[config.mk]
export PLATFORM = sky130hd
export DESIGN_NAME = jpeg_bitstream_packer
export DESIGN_NICKNAME = d
export VERILOG_FILES = /design/src/rtl/jpeg_bitstream_packer.sv
export SDC_FILE = /design/constraint.sdc
export NUM_CORES = 1
export LEC_CHECK = 0
export CAP_MARGIN = 25
export CELL_PAD_IN_SITES_DETAIL_PLACEMENT = 1
export CELL_PAD_IN_SITES_GLOBAL_PLACEMENT = 1
export CORE_MARGIN = 5
export CORE_UTILIZATION = 49
export CTS_BUF_LIST = sky130_fd_sc_hd__clkbuf_2 sky130_fd_sc_hd__clkbuf_4 sky130_fd_sc_hd__clkbuf_8
export CTS_CLUSTER_DIAMETER = 200
export DETAILED_ROUTE_END_ITERATION = 16
export GPL_ROUTABILITY_DRIVEN = 0
export PLACE_DENSITY_LB_ADDON = 0.3
export SETUP_SLACK_MARGIN = 0.2
export SKIP_LAST_GASP = 1
export SLEW_MARGIN = 20
export SYNTH_ARGS = -nofsm -noshare
export SYNTH_HDL_FRONTEND = slang
export SYNTH_SLANG_ARGS = --single-unit
[constraint.sdc]
create_clock -name clock -period 7.5 [get_ports clock]
set_input_delay 1.125 -clock clock [delete_from_list [all_inputs] [get_ports clock]]
set_output_delay 1.125 -clock clock [all_outputs]
set_load 0.03 [all_outputs]
[src/rtl/jpeg_bitstream_packer.sv]
// jpeg_bitstream_packer: packs MSB-first Huffman codes into JPEG bytes; define BYTE_STUFF_EN to insert 0x00 after each data 0xFF
module jpeg_bitstream_packer #(
  parameter bit EMIT_EOI = 1'b1
) (
  input  logic        clock,
  input  logic        reset_n,
  input  logic        jpeg_out_enable,
  input  logic [15:0] jpeg_out,
  input  logic [4:0]  jpeg_code_len,
  input  logic        flush,
  output logic        in_ready,
  output logic [7:0]  byte_out,
  output logic        byte_valid,
  input  logic        byte_ready,
  output logic        flush_done,
  output logic        overflow,
  output logic [15:0] byte_count
);
  typedef enum logic [2:0] {RUN, PAD, DRAIN, EOI1, EOI2, LAST} state_t;
  state_t state, state_next;
  logic [31:0] acc, acc_b, acc_next, pad_mask, code_sh;
  logic [5:0]  cnt, cnt_b, cnt_up, cnt_next, base, sh;
  logic [15:0] code_m;
  logic [7:0]  load_byte;
  logic        accept, drop, slot_free, take_acc, take_eoi, load, stuff_pend;
  always_ff @(posedge clock or negedge reset_n)
    if (!reset_n) state <= RUN;
    else state <= state_next;
  always_comb begin
    state_next = state;
    case (state)
      RUN:     state_next = flush ? PAD : RUN;
      PAD:     state_next = DRAIN;
      DRAIN:   state_next = (cnt == 6'd0 && !stuff_pend) ? (EMIT_EOI ? EOI1 : LAST) : DRAIN;
      EOI1:    state_next = slot_free ? EOI2 : EOI1;
      EOI2:    state_next = slot_free ? LAST : EOI2;
      LAST:    state_next = slot_free ? RUN : LAST;
      default: state_next = RUN;
    endcase
  end
  // PAD rounds the partial byte up with 1s; extraction in that cycle already sees the padded view
  always_comb begin
    in_ready  = state == RUN && cnt <= 6'd16;
    accept    = jpeg_out_enable && in_ready && jpeg_code_len != 5'd0 && jpeg_code_len <= 5'd16;
    drop      = jpeg_out_enable && jpeg_code_len != 5'd0 && (!in_ready || jpeg_code_len > 5'd16);
    cnt_up    = (cnt + 6'd7) & 6'h38;
    pad_mask  = (32'hFFFF_FFFF >> cnt) & ~(32'hFFFF_FFFF >> cnt_up);
    acc_b     = state == PAD ? acc | pad_mask : acc;
    cnt_b     = state == PAD ? cnt_up : cnt;
    slot_free = !byte_valid || byte_ready;
    take_acc  = slot_free && !stuff_pend && cnt_b >= 6'd8;
    take_eoi  = slot_free && (state == EOI1 || state == EOI2);
    load      = slot_free && (stuff_pend || take_acc || take_eoi);
    load_byte = stuff_pend ? 8'h00 : take_acc ? acc_b[31:24] : state == EOI1 ? 8'hFF : 8'hD9;
    code_m    = jpeg_out & ~(16'hFFFF << jpeg_code_len);
    base      = take_acc ? cnt_b - 6'd8 : cnt_b;
    sh        = 6'd32 - base - {1'b0, jpeg_code_len};
    code_sh   = {16'h0000, code_m} << sh;
    acc_next  = (take_acc ? acc_b << 8 : acc_b) | (accept ? code_sh : 32'h0);
    cnt_next  = base + (accept ? {1'b0, jpeg_code_len} : 6'd0);
  end
  always_ff @(posedge clock or negedge reset_n)
    if (!reset_n) begin
      acc        <= '0;
      cnt        <= '0;
      byte_out   <= '0;
      byte_valid <= 1'b0;
      flush_done <= 1'b0;
      overflow   <= 1'b0;
      byte_count <= '0;
    end else begin
      acc        <= acc_next;
      cnt        <= cnt_next;
      flush_done <= state == LAST && slot_free;
      overflow   <= overflow | drop;
      if (slot_free) byte_valid <= load;
      if (load) byte_out <= load_byte;
      if (byte_valid && byte_ready) byte_count <= byte_count + 16'd1;
    end
`ifdef BYTE_STUFF_EN
  always_ff @(posedge clock or negedge reset_n)
    if (!reset_n) stuff_pend <= 1'b0;
    else if (slot_free) stuff_pend <= take_acc && acc_b[31:24] == 8'hFF;
`else
  assign stuff_pend = 1'b0;
`endif
endmodule
# Word level (Yosys, flattened, before mapping)
# Cells that the tools add are included.
[classes]
reduce_logical = 20
shifts = 4
div_mod_pow = 0
bitwise_logic = 7
add_sub_neg = 6
mul = 0
mux = 14
order_cmp = 4
eq_ne = 5
[op_table]
columns = ["operator", "n"]
rows = [
  ["$mux W32", 3],
  ["$or A32 B32 Y32", 2],
  ["$shr A32 B6 Y32 const A", 2],
  ["$and A32 B32 Y32", 1],
  ["$not A32 Y32", 1],
  ["$shl A16 B6 Y32", 1],
  ["$mux W6", 3],
  ["$pmux W3 S6", 1],
  ["$add A16 B1 Y16 const B", 1],
  ["$and A16 B16 Y16", 1],
  ["$not A16 Y16", 1],
  ["$shl A16 B5 Y16 const A", 1],
  ["$logic_and A1 B1 Y1", 11],
  ["$mux W8", 1],
  ["$add A6 B3 Y6 const B", 1],
  ["$add A6 B5 Y6", 1],
  ["$eq A3 B2 Y1 const B", 2],
  ["$eq A3 B3 Y1 const B", 2],
  ["$ge A6 B4 Y1 const B", 1],
  ["$le A6 B5 Y1 const B", 1],
  ["$logic_not A6 Y1", 1],
  ["$mux W3", 2],
  ["$sub A6 B4 Y6 const B", 1],
  ["$sub A6 B5 Y6", 1],
  ["other kinds (11)", 17],
]
[totals]
register_bits = 68
n_memories = 0
output_inout_bits = 28
latch_bits = 0
ramBits = 0
rom_bits = 0

# Longest topological paths before layout
# Gate-level depths: netlist of the first run.
[depth]
word_depth = 10
ltp_mapped = 20
ltp_nobuf = 17

# Worst setup path after synthesis of the first run
# Ideal clock, no wire load.
[synth_path]
path_kind = "register to register"
start = "register cnt[0]"
end = "register acc[5]"
t_required_ns = 7.404
synth_period_minus_slack_ns = 4.300
n_path_buf = 3
path_stages_with_launch = 21
path_slack_ns = 3.200
setup_ns = 0.096
arrival_time_ns = 4.205
path_cell_list = "dfrtp_1 -> clkbuf_1 -> o31a_1 -> nand2_1 -> inv_1 -> ha_1 -> mux2_4 -> a21bo_2 -> nand2_1 -> clkbuf_1 -> mux2i_1 -> inv_1 -> ha_1 -> ha_1 -> a21oi_1 -> xnor2_1 -> and3_4 -> o21ai_4 -> nand2b_4 -> buf_6 -> o32ai_2"
[synth_between]
elab_chain_len = 10
word_cells_on_any_way = 23
cone_classes = "4 x add/sub; 2 x order compare; 3 x shift; 5 x mux; 4 x bitwise; 5 x reduce/logical"
[synth_lines]
columns = ["element", "line_no", "source"]
rows = [
  ["from (decl)", "22", "logic [5:0] cnt, cnt_b, cnt_up, cnt_next, base, sh;"],
  ["from (signal assigned)", "73", "cnt <= cnt_next;"],
  ["$add A6 B3 Y6", "46", "cnt_up = (cnt + 6'd7) & 6'h38;"],
  ["$mux W6", "49", "cnt_b = state == PAD ? cnt_up : cnt;"],
  ["$ge A6 B4 Y1", "51", "take_acc = slot_free && !stuff_pend && cnt_b >= 6'd8;"],
  ["$logic_and A1 B1 Y1", "51", ""],
  ["$mux W6", "56", "base = take_acc ? cnt_b - 6'd8 : cnt_b;"],
  ["$sub A6 B6 Y6", "57", "sh = 6'd32 - base - {1'b0, jpeg_code_len};"],
  ["$sub A6 B5 Y6", "57", ""],
  ["$shl A16 B6 Y32", "58", "code_sh = {16'h0000, code_m} << sh;"],
  ["$mux W32", "59", "acc_next = (take_acc ? acc_b << 8 : acc_b) | (accept ? code_sh : 32'h0);"],
  ["$or A32 B32 Y32 *", "59", ""],
  ["via acc_next[5]", "21", "logic [31:0] acc, acc_b, acc_next, pad_mask, code_sh;"],
  ["to (signal assigned)", "72", "acc <= acc_next;"],
  ["to (decl)", "21", ""],
]
# The timed path passes the listed nets; every way through them passes the cells marked *.
# A chain may end at the register's enable or synchronous reset.

# Worst setup path after layout of the first run
[layout_path]
start = "register cnt[3]"
end = "register acc[13]"
# Same word-level chain as after synthesis.

==> results.yml, run 1 <==
outcome:
  status: "finished, final reports clean"
final_layout:
  nets: 702
  area_growth_pct: 15.41
  drive_above_1_share: 0.09517
  mostFrequentLayoutCell: "dfrtp_1"
  most-common-layout-cells: "dfrtp_1, nand2_1, nor2_1"
  n_antenna_cell: 0
setup_path:
  r2r_setup_slack_ns: 2.12
  crit_type: "register to register"
  crit_fanout: 23
  endpoint_kind: "register"
  reg2regPathDepth: 17
  arrival_ns: 5.63
  r2r_end: "acc[13]"
  crit_required_ns: 7.75
  crit_path_start_kind: "register"
  reg2reg_from: "cnt[3]"
global_route:
  grt-ovfl-total: 0
  grt_pass1_vias: 5337
  grt_util_all_layers: 0.2660
  grt_pass1_wl_mm: 27.71
  antenna_found_initial: 0
  grt_max_degree: 69
clock_tree:
  tritoncts: "built"
  post_cts_resized: 0
  cts-hold-fix-buffers: 0
  cts_root_buffer: "clkbuf_8"
  clock_latency_ns: 0.37
  htree_levels: 3
  cts_buffers: 9
  cts.sinks: 68
  clkTransAtPathRegs_ns: 0.08
  clockBufferDepth: 2
  cts_setup_buffers: 0
synthesis:
  syn_inst: 629
  ys_warn_count: 0
  ys_seq_area_frac: 0.3205
  yosysUniqueCellTypes: 84
  yosys.area_share.simple: 0.2067
  synth-async-reset-ratio: 1.000
  synth_edf_count: 0
  avgSynthCellArea_um2: 8.440
  syn-num-nets: 674
  yosys.area.top_type: "dfrtp_1"
  syn_area_um2: 5309
  synthMuxAreaShare: 0.06293
  synth_compound_area_frac: 0.2524
  synth_area_leaders: "dfrtp_1, nand2_1, a21oi_1"
  synth-adder-area-share: 0.05350
  yosys_most_used_dff: "dfrtp_1"
  synth_top_area_share: 0.3205
  yosys_register_bits: 68
  synth_xor_area_frac: 0.05209
  synth_top_family_by_area: "compound AO/OA/AOI/OAI gates"
floorplanning:
  die-height_um: 114.1
  start_util: 0.4941
  die_area_um2: 13020
  die_w_um: 114.1
  core-area_um2: 10750
  ios: 54
  rows: 38
timing:
  maxSlewHeadroom: 0.3720
  slew_viol_final: 0
  fin_crit_sh: 0.7173
  hold_viol: 0
  setup_viol: 0
  fin_crit_ns: 5.380
  fmax_mhz: 185.9
  tightest_slew_ns: 0.9397
  fin_setup_tns_ns: 0
  rsz0062_at_grt: "false"
  skew_ns: 0.01213
worst_hold_path:
  hold_start: "byte_count[15]"
  worstHoldPathCells: 1
  min_path_type: "register to register"
  hold_end: "byte_count[15]"
run:
  max_cap_viol_count: 0
route:
  dr.pass1.iters: 5
  postRouteAntennaNets: 0
  viasPerCell: 6.372
  wl_mm: 16.88
  avgRoutedWirePerCell_um: 21.05
  drt_first_iter_violations: 323
  via_count: 5110
  drcViolationCount: 0
placed_design:
  port_buffers: 53
  hpwl_mm: 12.53
## cell families (layout without fill, tap and decap cells)
logic type,Yosys count,in the layout
simple gates,223,223
buf+inv,66,99
mux,29,29
flops,68,68
compound gates,191,191
xor+xnor,30,30
fa+ha+maj,22,22
## synthesized netlist by cell type, drive strengths merged (5+ instances only)
library cell and number:
a221o 5, nor3 12, nand2 66, a21oi 48, dfrtp 68, xor2 8
a211oi 10, a21o 9, and2 17, ha 17, o22ai 15, inv 20
o21a 7, mux2 12, a211o 9, clkbuf 33, nor2b 5, buf 12
o21ai 28, o221ai 14, nand4 8, mux2i 15, nand2b 7, nand3 16
or2 8, nor2 60, and3 8, xnor2 21
## critical path, stage by stage (launching register included)
cell and delay, ns:
dfrtp_1 0.74, o31a_1 0.32, nand2_1 0.12, inv_1 0.11, ha_1 0.26, mux2_4 0.29
a21bo_2 0.23, nand2_1 0.54, mux2i_1 0.42, inv_1 0.08, ha_1 0.28, ha_1 0.35
a21oi_1 0.19, xnor2_1 0.14, and3_4 0.21, o21ai_4 0.42, nor2_2 0.16, a221o_1 0.38
## stage by stage
step                      cell area [um^2]  cells  hold WS [ns]  setup slack, ns    util
final                                 6127    802        0.4760            2.120  0.5702
after global routing                  6127    802        0.5125            1.785  0.5702
after CTS                             6125    802        0.4742            2.145  0.5700
after detailed placement              5889    786        0.4592            2.131  0.5481
after global placement                5873    784        0.4584            2.246  0.5466
after floorplan                       5309    629        0.4854            3.200       -
## sequential cells by signal, indices dropped and copies added (netlist names)
register,cells
cnt,6
overflow,1
state,3
byte_out,8
byte_count,16
byte_valid,1
flush_done,1
acc,32
## worst max-delay path by stage
stage | startpoint | cells past startpoint | to | slack, ns
final | cnt[3] | 17 | acc[13] | 2.12
after global routing | cnt[3] | 17 | acc[13] | 1.79
after CTS | cnt[3] | 17 | acc[13] | 2.15
after detailed placement | jpeg_code_len[1] | 11 | acc[29] | 2.13
after global placement | jpeg_code_len[1] | 11 | acc[29] | 2.25
after floorplan | cnt[0] | 20 | acc[5] | 3.20
## metal layers
layer | part of all wire | track usage | routed length (um) | up-vias
met5 | 0 | 0 | 0 | -
met4 | 0.032 | 0.1045 | 534 | 0
met3 | 0.056 | 0.04387 | 940 | 44
met2 | 0.50 | 0.4645 | 8454 | 203
met1 | 0.41 | 0.3272 | 6953 | 2500
li1 | - | - | - | 2363
## final cells by class
class / count / area [um^2]
fill: 1285 / 4618
multi-input combinational: 495 / 3342
sequential: 68 / 1702
timing repair buffer: 62 / 594.3
tap: 140 / 175.2
clock buffer: 11 / 151.4
clock inverter: 5 / 83.83
inverter: 21 / 78.83
Power of run 1 is left out: the tool's default activity adds up to more than one toggle a clock period on the data nets, which glitch-free logic cannot reach.
==> inputs of run 2 (changes only) <==
--- a/config.mk
+++ b/config.mk
@@ -9,7 +9,7 @@
 export CELL_PAD_IN_SITES_DETAIL_PLACEMENT = 1
 export CELL_PAD_IN_SITES_GLOBAL_PLACEMENT = 1
 export CORE_MARGIN = 5
-export CORE_UTILIZATION = 49
+export CORE_UTILIZATION = 41
 export CTS_BUF_LIST = sky130_fd_sc_hd__clkbuf_2 sky130_fd_sc_hd__clkbuf_4 sky130_fd_sc_hd__clkbuf_8
 export CTS_CLUSTER_DIAMETER = 200
 export DETAILED_ROUTE_END_ITERATION = 16
==> constraint.sdc (replaced) <==
create_clock -name clock -period 4.3 [get_ports clock]
set_input_delay 0.645 -clock clock [delete_from_list [all_inputs] [get_ports clock]]
set_output_delay 0.645 -clock clock [all_outputs]
set_load 0.03 [all_outputs]
==> results.yml, run 2 (same netlist as run 1, synthesis figures left out) <==
setup_path:
  worstPathCellList: "o31a_1, nand2_1, inv_1, ha_4, mux2_4, a21bo_4, nand2_2, mux2i_4, inv_1, ha_1, ha_4, a21oi_4, xnor2_2, and3_4, o21ai_4, nor2_4, a221o_1"
  crit_fanout: 6
  crit_type: "register to register"
  arrival_ns: 4.17
  slowest_stage: "dfrtp_1"
  crit_required_ns: 4.54
  endpoint_kind: "register"
  critical_path.max_stage_delay_ns: 0.38
  reg2regPathDepth: 17
  crit_path_start_kind: "register"
final_layout:
  multi_input_area_um2: 3522
  reg_top3: "acc x32, byte_count x16, byte_out x8"
  area_growth_pct: 21.85
  fill_cells: 1522
  regMostFlops: "acc"
  nets: 725
  mostFrequentLayoutCell: "dfrtp_1"
  n_antenna_cell: 0
  regArea_um2: 1702
  largest_register_ffs: 32
  fin_cells: 857
  most-common-layout-cells: "dfrtp_1, nand2_1, nor2_1"
  drive_above_1_share: 0.1547
outcome:
  status: "finished, final reports clean"
timing:
  fmax_mhz: 254.5
  slew_viol_final: 0
  tightest_slew_ns: 0.9719
  hold_viol: 0
  fin_crit_sh: 0.9139
  skew_ns: 0.01134
  maxSlewHeadroom: 0.3462
  fin_crit_ns: 3.930
  setup_slack_ns: 0.3704
  setup_viol: 0
  fin_setup_tns_ns: 0
  rsz0062_at_grt: "false"
route:
  avgRoutedWirePerCell_um: 21.16
  postRouteAntennaNets: 0
  viasPerCell: 6.114
  dr.pass1.iters: 5
  drcViolationCount: 0
  wl_mm: 18.13
  via_count: 5240
  drt_first_iter_violations: 301
clock_tree:
  clockBufferDepth: 2
  cts_root_buffer: "clkbuf_8"
  clkTransAtPathRegs_ns: 0.08
  cts_buffers: 9
  tritoncts: "built"
  htree_levels: 3
  cts.sinks: 68
  clock_latency_ns: 0.36
global_route:
  grt-ovfl-total: 0
  grt_max_degree: 38
  grt_pass1_vias: 5358
  antenna_found_initial: 0
  grt_pass1_wl_mm: 28.77
  grt_util_all_layers: 0.2432
floorplanning:
  rows: 41
  die_area_um2: 15320
  die_w_um: 123.8
  die-height_um: 123.8
  ios: 54
  start_util: 0.4190
  core-area_um2: 12670
worst_hold_path:
  min_path_type: "input port to async pin"
run:
  max_cap_viol_count: 0
placed_design:
  hpwl_mm: 13.40
  dp_cells: 836
  dp_slack_ns: 0.05622
  port_buffers: 53
-- run 2: cell count changes in the layout (fill, tap and decap cells not counted), sizes merged --
cell      before  now
o21ai         28   29
clkbuf        11    9
nand2b         7    8
clkinvlp       2    0
bufinv         2    1
inv           20   21
clkinv         2    6
buf           10   31
-- run 2: worst paths after layout --
path | startpoint | endpoint | slack, ns
max in group asynchronous | reset_n | byte_count[5] | 2.93
max | cnt[0] | acc[13] | 0.37
min reg2reg | byte_count[15] | byte_count[15] | 0.47
max reg2reg | cnt[0] | acc[13] | 0.37
min | reset_n | flush_done | 0.39
min in group clock | byte_count[15] | byte_count[15] | 0.47
-- run 2: cell type report --
| class | instances | area share |
|---|---|---|
| inverters | 21 | 0.01219 |
| multi-input cells | 497 | 0.5445 |
| clock inverters | 7 | 0.01161 |
| clock buffers | 9 | 0.01915 |
| repair buffers | 83 | 0.1162 |
| well taps | 172 | 0.03327 |
| flip-flops and latches | 68 | 0.2631 |
-- run 2: routing by layer --
layer  up-vias  track usage  routed length, um
met5         -            0                  0
met4         0       0.1052                675
met3        39      0.02861                955
met2       184       0.4164               9083
met1      2614       0.3089               7419
li1       2403            -                  -
-- run 2: repair_timing --
action / 4_1_cts / 5_1_grt
resized for setup: 8 / 22
hold buffers: 0 / 0
buffers inserted: 0 / 2
setup endpoints to repair: 24 / 32
pin swaps: 2 / 5
cloned: 1 / 2
-- run 2: metrics by stage --
step	hold slack [ns]	utilization	cell area, um^2
after floorplan	0.3494	-	5340
after global placement	0.4542	0.4797	6078
after detailed placement	0.4655	0.4801	6083
after global routing	0.4716	0.5105	6469
after CTS	0.4119	0.5000	6335
final	0.3929	0.5105	6469
-- run 2: critical path, delay by kind of cell, from the launching register on --
kind                       cells  cell delay (ns)
and+or+nand+nor                4             0.52
buffers and inverters          2             0.15
AOI/OAI and AO/OA              5             1.23
xor gates and xnor gates       1             0.15
adders and majority gates      3             0.91
muxes                          2             0.43
DFF                            1             0.38
Power of run 2 is left out for the same reason.
